File: src/rtl/greenhouse_pkg.sv
// rtl/greenhouse_pkg.sv - shared greenhouse constants: status codes, converter FSM states, temperature limit
package greenhouse_pkg;

    typedef enum logic [1:0] {
        ST_OK    = 2'b00,
        ST_COLD  = 2'b01,
        ST_HOT   = 2'b10,
        ST_FAULT = 2'b11
    } status_t;

    typedef enum logic [1:0] {
        S_IDLE  = 2'd0,
        S_SHIFT = 2'd1,
        S_DONE  = 2'd2
    } fsm_state_t;

    localparam logic [8:0] MAX_TEMP_F = 9'd399;

    // Index of the last of the nine double-dabble shift steps
    localparam logic [3:0] SHIFT_LAST = 4'd8;

    // Clamp a raw reading to the displayable range
    function automatic logic [8:0] saturate_f(input logic [8:0] f);
        return (f > MAX_TEMP_F) ? MAX_TEMP_F : f;
    endfunction

endpackage

File: src/rtl/bcd_digit_adj.sv
// rtl/bcd_digit_adj.sv - double-dabble nibble correction: add 3 when the digit is 5 or more
module bcd_digit_adj (
    input  logic [3:0] digit,
    output logic [3:0] adjusted
);

    assign adjusted = (digit >= 4'd5) ? digit + 4'd3 : digit;

endmodule

File: src/rtl/temp_bcd_converter.sv
// rtl/temp_bcd_converter.sv - sequential binary-to-BCD temperature converter with hysteretic status
module temp_bcd_converter
    import greenhouse_pkg::*;
#(
    parameter int HYST = 2
) (
    input  logic       CLOCK_50,
    input  logic       RESET_N,
    input  logic       SAMPLE_VALID,
    input  logic [8:0] SAMPLE_F,
    input  logic [8:0] SET_F,
    output logic       SAMPLE_READY,
    output logic [9:0] TEMP_F,
    output logic [1:0] STATUS,
    output logic       TEMP_UPDATE
);

    localparam logic [9:0] HYST_W = 10'(HYST);

    fsm_state_t  state;
    logic [3:0]  shift_cnt;
    logic [8:0]  bin_sr;
    logic [11:0] bcd_sr;
    logic [11:0] bcd_adj;
    logic [9:0]  temp_q;
    logic [9:0]  set_q;
    logic        sat_q;
    logic        ready_q;
    logic [9:0]  temp_f_q;
    status_t     status_q;
    status_t     status_next;
    logic        update_q;
    logic        adj_msb_unused;

    // Hundreds never exceeds 3, so its corrected MSB is shifted out and discarded
    assign adj_msb_unused = bcd_adj[11];

    for (genvar i = 0; i < 3; i++) begin : g_adj
        bcd_digit_adj u_adj (
            .digit    (bcd_sr[4*i +: 4]),
            .adjusted (bcd_adj[4*i +: 4])
        );
    end

    assign SAMPLE_READY = ready_q;
    assign TEMP_F       = temp_f_q;
    assign STATUS       = status_q;
    assign TEMP_UPDATE  = update_q;

    // Status decision: hard thresholds first, then hold the previous HOT/COLD inside the band
    always_comb begin
        status_next = ST_OK;
        if (sat_q)
            status_next = ST_FAULT;
        else if (temp_q >= set_q + HYST_W)
            status_next = ST_HOT;
        else if (temp_q + HYST_W <= set_q)
            status_next = ST_COLD;
        else if (status_q == ST_HOT && temp_q > set_q)
            status_next = ST_HOT;
        else if (status_q == ST_COLD && temp_q < set_q)
            status_next = ST_COLD;
    end

    // Conversion FSM: capture, nine add-3-then-shift steps, then publish result for one cycle
    always_ff @(posedge CLOCK_50) begin
        if (!RESET_N) begin
            state     <= S_IDLE;
            ready_q   <= 1'b1;
            shift_cnt <= 4'd0;
            bin_sr    <= 9'd0;
            bcd_sr    <= 12'd0;
            temp_q    <= 10'd0;
            set_q     <= 10'd0;
            sat_q     <= 1'b0;
            temp_f_q  <= 10'd0;
            status_q  <= ST_FAULT;
            update_q  <= 1'b0;
        end else begin
            update_q <= 1'b0;
            case (state)
                S_IDLE: begin
                    if (SAMPLE_VALID && ready_q) begin
                        state     <= S_SHIFT;
                        ready_q   <= 1'b0;
                        bin_sr    <= saturate_f(SAMPLE_F);
                        temp_q    <= {1'b0, saturate_f(SAMPLE_F)};
                        set_q     <= {1'b0, SET_F};
                        sat_q     <= (SAMPLE_F > MAX_TEMP_F);
                        bcd_sr    <= 12'd0;
                        shift_cnt <= 4'd0;
                    end
                end
                S_SHIFT: begin
                    bcd_sr <= {bcd_adj[10:0], bin_sr[8]};
                    bin_sr <= {bin_sr[7:0], 1'b0};
                    if (shift_cnt == SHIFT_LAST) begin
                        state     <= S_DONE;
                        shift_cnt <= 4'd0;
                    end else begin
                        shift_cnt <= shift_cnt + 4'd1;
                    end
                end
                S_DONE: begin
                    state    <= S_IDLE;
                    ready_q  <= 1'b1;
                    temp_f_q <= bcd_sr[9:0];
                    status_q <= status_next;
                    update_q <= 1'b1;
                end
                default: begin
                    state   <= S_IDLE;
                    ready_q <= 1'b1;
                end
            endcase
        end
    end

endmodule

File: config.mk
export PLATFORM = sky130hd
export DESIGN_NAME = temp_bcd_converter
export DESIGN_NICKNAME = d
export VERILOG_FILES = /design/src/rtl/greenhouse_pkg.sv /design/src/rtl/bcd_digit_adj.sv /design/src/rtl/temp_bcd_converter.sv
export SDC_FILE = /design/constraint.sdc
export NUM_CORES = 1
export LEC_CHECK = 0
export CORE_ASPECT_RATIO = 0.5
export CORE_UTILIZATION = 40
export CTS_BUF_LIST = sky130_fd_sc_hd__clkbuf_16
export CTS_CLUSTER_DIAMETER = 200
export DETAILED_ROUTE_END_ITERATION = 16
export GPL_TIMING_DRIVEN = 0
export PLACE_DENSITY_LB_ADDON = 0.1
export SETUP_SLACK_MARGIN = 0.2
export SKIP_CTS_REPAIR_TIMING = 1
export SLEW_MARGIN = 10
export SYNTH_ARGS = -nofsm -noshare
export SYNTH_HDL_FRONTEND = slang
export SYNTH_SLANG_ARGS = --single-unit
File: constraint.sdc
create_clock -name CLOCK_50 -period 2.9 [get_ports CLOCK_50]
set_input_delay 0.58 -clock CLOCK_50 [delete_from_list [all_inputs] [get_ports CLOCK_50]]
set_output_delay 0.58 -clock CLOCK_50 [all_outputs]
set_load 0.005 [all_outputs]
==> results_dict.tcl <==
set metrics [dict create \
    syn_area_per_cell_um2 7.95 \
    grt_pass1_wl_um 12900 \
    numCtsBuffers 9 \
    required_ps 3110 \
    htreeDepth 3 \
    p_leak_nw 1.52 \
    p_switching_w 0.000616 \
    worstSetupEndpointType "flip-flop" \
    post_dp_cell_area_mm2 0.00374 \
    core_area_mm2 0.00762 \
    drt_iter0_drc 167 \
    fmax_ghz 0.393 \
    cp_data_arrival_time_ps 2760 \
    multi_input_area_mm2 0.00192 \
    ir_drop_mv 0.277 \
    grt_usage_pct 20.0 \
    ios 35 \
    final_cell_mix "78 x nand2_1, 59 x a21oi_1, 57 x dfxtp_1" \
    finalWirelength_um 7950 \
    finalCritPeriodShare_pct 87.8 \
    fillers 738 \
    cp_max_fo 6 \
    setup_tns_ps 0 \
    grt_pass1_vias 2753 \
    io_buffer_count 34 \
    antenna_found_initial 0 \
    grt_start_max_net_pins 11 \
    hold_viol 0 \
    synth_cell_types 41 \
    power_frac_comb_pct 16.0 \
    rsz0062_at_grt "false" \
    yosys_warnings 0 \
    ys_seq_area_share_pct 36.8 \
    maxCapViolations 0 \
    criticalPathCategory "flip-flop to flip-flop" \
    startpoint_type "flip-flop" \
    clock_sinks 60 \
    synth_top_area_cell "dfxtp_1" \
    setup-violations-final 0 \
    fin_area_mm2 0.00407 \
    place_hpwl_um 5950 \
    yosys_register_bits 60 \
    fin_crit_ps 2550 \
    grt-ovfl-total 0 \
    routedWlPerCell_um 13.9 \
    die_x_um 130 \
    skew_ps 5.41 \
    synthCells 411 \
    drive_above_1_share_pct 6.93 \
    relSlewSlack_pct 61.9 \
    die-area_mm2 0.00855 \
    dieHeight_um 65.9 \
    tightest_slew_ps 571 \
    synth_area_leaders "dfxtp_1 37%, ha_1 13%, a21oi_1 9.2%, nand2_1 9.0%, nand3_1 4.0%" \
    start_util_pct 42.8 \
    synth_top_area_share_pct 36.8 \
    rows 22 \
    num_vias 2973 \
    syn_to_final_growth_pct 24.6 \
    final_max_slew_viol_count 0 \
    n_antenna_cell 0 \
    seq_area_mm2 0.00121 \
    seqPwrFrac_pct 37.8 \
    cts_buffer_depth 2 \
    first_pass_iters 4 \
    synth_nets 467 \
    drc 0 \
    path_clk_slew_ps 50 \
    layout_commonest_cell "nand2_1" \
    min_path_type "flip-flop to flip-flop" \
    detail_route.vias_per_cell 5.22 \
    swShare_pct 25.9 \
    status "complete, no violations" \
    cts_tree "built" \
    place_congestion 0.858 \
    root_buffer "clkbuf_16" \
    clk_latency_ps 330 \
    p_per_area_mw_per_mm2 585 \
    clockPowerShare_pct 46.2 \
    ant_nets 0 \
    nets 513 \
    netlist_area_mm2 0.00327 \
    cellInternalPower_w 0.00177 \
]
## cell families after synthesis
logic type / count (synthesis) / synth area share, %
and+or+nand+nor: 161 / 22.8
adders and majority gates: 35 / 13.4
DFF: 60 / 36.8
buffers and inverters: 40 / 4.86
xor gates and xnor gates: 17 / 4.56
AOI/OAI and AO/OA: 98 / 17.6
## layer usage
metal	share of wire, %	vias up	track usage, %
met4	1.6	0	8.14
li1	-	1515	-
met3	3.4	10	6.31
met5	0	-	0
met2	46	53	33.2
met1	49	1395	24.1
## state kept, by name (all words and copies together) (netlist names)
signal	count
SAMPLE_READY	1
STATUS	2
TEMP_F	10
TEMP_UPDATE	1
bcd_sr	12
bin_sr	9
sat_q	1
set_q	9
shift_cnt	4
state	2
temp_q	9
## area by class of cell
type | instances | share of cell area (%)
buffer | 19 | 1.97
clock buffer | 9 | 5.53
clock inverter | 7 | 2.00
inverter | 21 | 1.94
multi-input combinational | 311 | 47.0
sequential | 60 | 29.7
tap | 108 | 3.32
timing repair buffer | 35 | 8.54
## critical path, stage by stage, from the launching register on
cell and delay (ps):
dfxtp_2 390, ha_1 200, nand3_1 140, nor2_2 180, xor2_1 170, ha_1 260, a21o_1 160, a21oi_1 210
nand4b_1 150, a21oi_2 210, a2111oi_2 50, o32a_1 320
## path summary, 6_finish.rpt
| path | start | end | slack (ps) | depth (start not counted) |
|---|---|---|---|---|
| setup / recovery | temp_q[2] | STATUS[1] | 350 | 11 |
| hold / removal | bin_sr[0] | bin_sr[0] | 450 | 2 |
| setup reg to reg | temp_q[2] | STATUS[1] | 350 | 11 |
| hold reg to reg | bin_sr[0] | bin_sr[0] | 450 | 2 |
## synth_stat cells, drive strengths merged
| cell | number |
|---|---|
| and3b | 1 |
| or3b | 1 |
| nand2 | 78 |
| a31oi | 7 |
| nand3 | 26 |
| a22oi | 4 |
| nor2 | 21 |
| a211o | 1 |
| ha | 35 |
| and4 | 1 |
| nand4b | 2 |
| nand4bb | 1 |
| nor3 | 8 |
| a21o | 1 |
| dfxtp | 60 |
| a311oi | 1 |
| xor2 | 5 |
| o311ai | 1 |
| nand2b | 7 |
| a211oi | 4 |
| inv | 21 |
| nor4 | 1 |
| buf | 10 |
| nand4 | 2 |
| o21ai | 14 |
| a21oi | 60 |
| clkbuf | 9 |
| a2111oi | 2 |
| and3 | 4 |
| o32a | 1 |
| o211ai | 1 |
| nor2b | 4 |
| and2b | 1 |
| o21a | 1 |
| nor4bb | 1 |
| xnor2 | 12 |
| or3 | 2 |
## power by group through the flow
stage	Clock (W)	Sequential [W]	Combinational, W
6_report	0.00110	0.000901	0.000380
5_1_grt	0.00116	0.000906	0.000426
4_1_cts	0.00112	0.000900	0.000370
3_5_place_dp	0	0.000918	0.000367
3_3_place_gp	0	0.000916	0.000357
2_1_floorplan	0	0.000904	0.000260
## metrics by stage
step | power (W) | hold slack [ps] | setup WS (ps) | std cells | utilization (%)
global route | 0.00250 | 476 | 201 | 570 | 53.4
CTS | 0.00239 | 456 | 161 | 569 | 53.1
global placement | 0.00127 | 442 | 219 | 553 | 49.1
finish | 0.00238 | 454 | 353 | 570 | 53.4
detailed placement | 0.00128 | 448 | 184 | 553 | 49.1
floorplan | 0.00116 | 432 | 533 | 411 | -
Note: power is estimated with default switching activity, not from simulation.
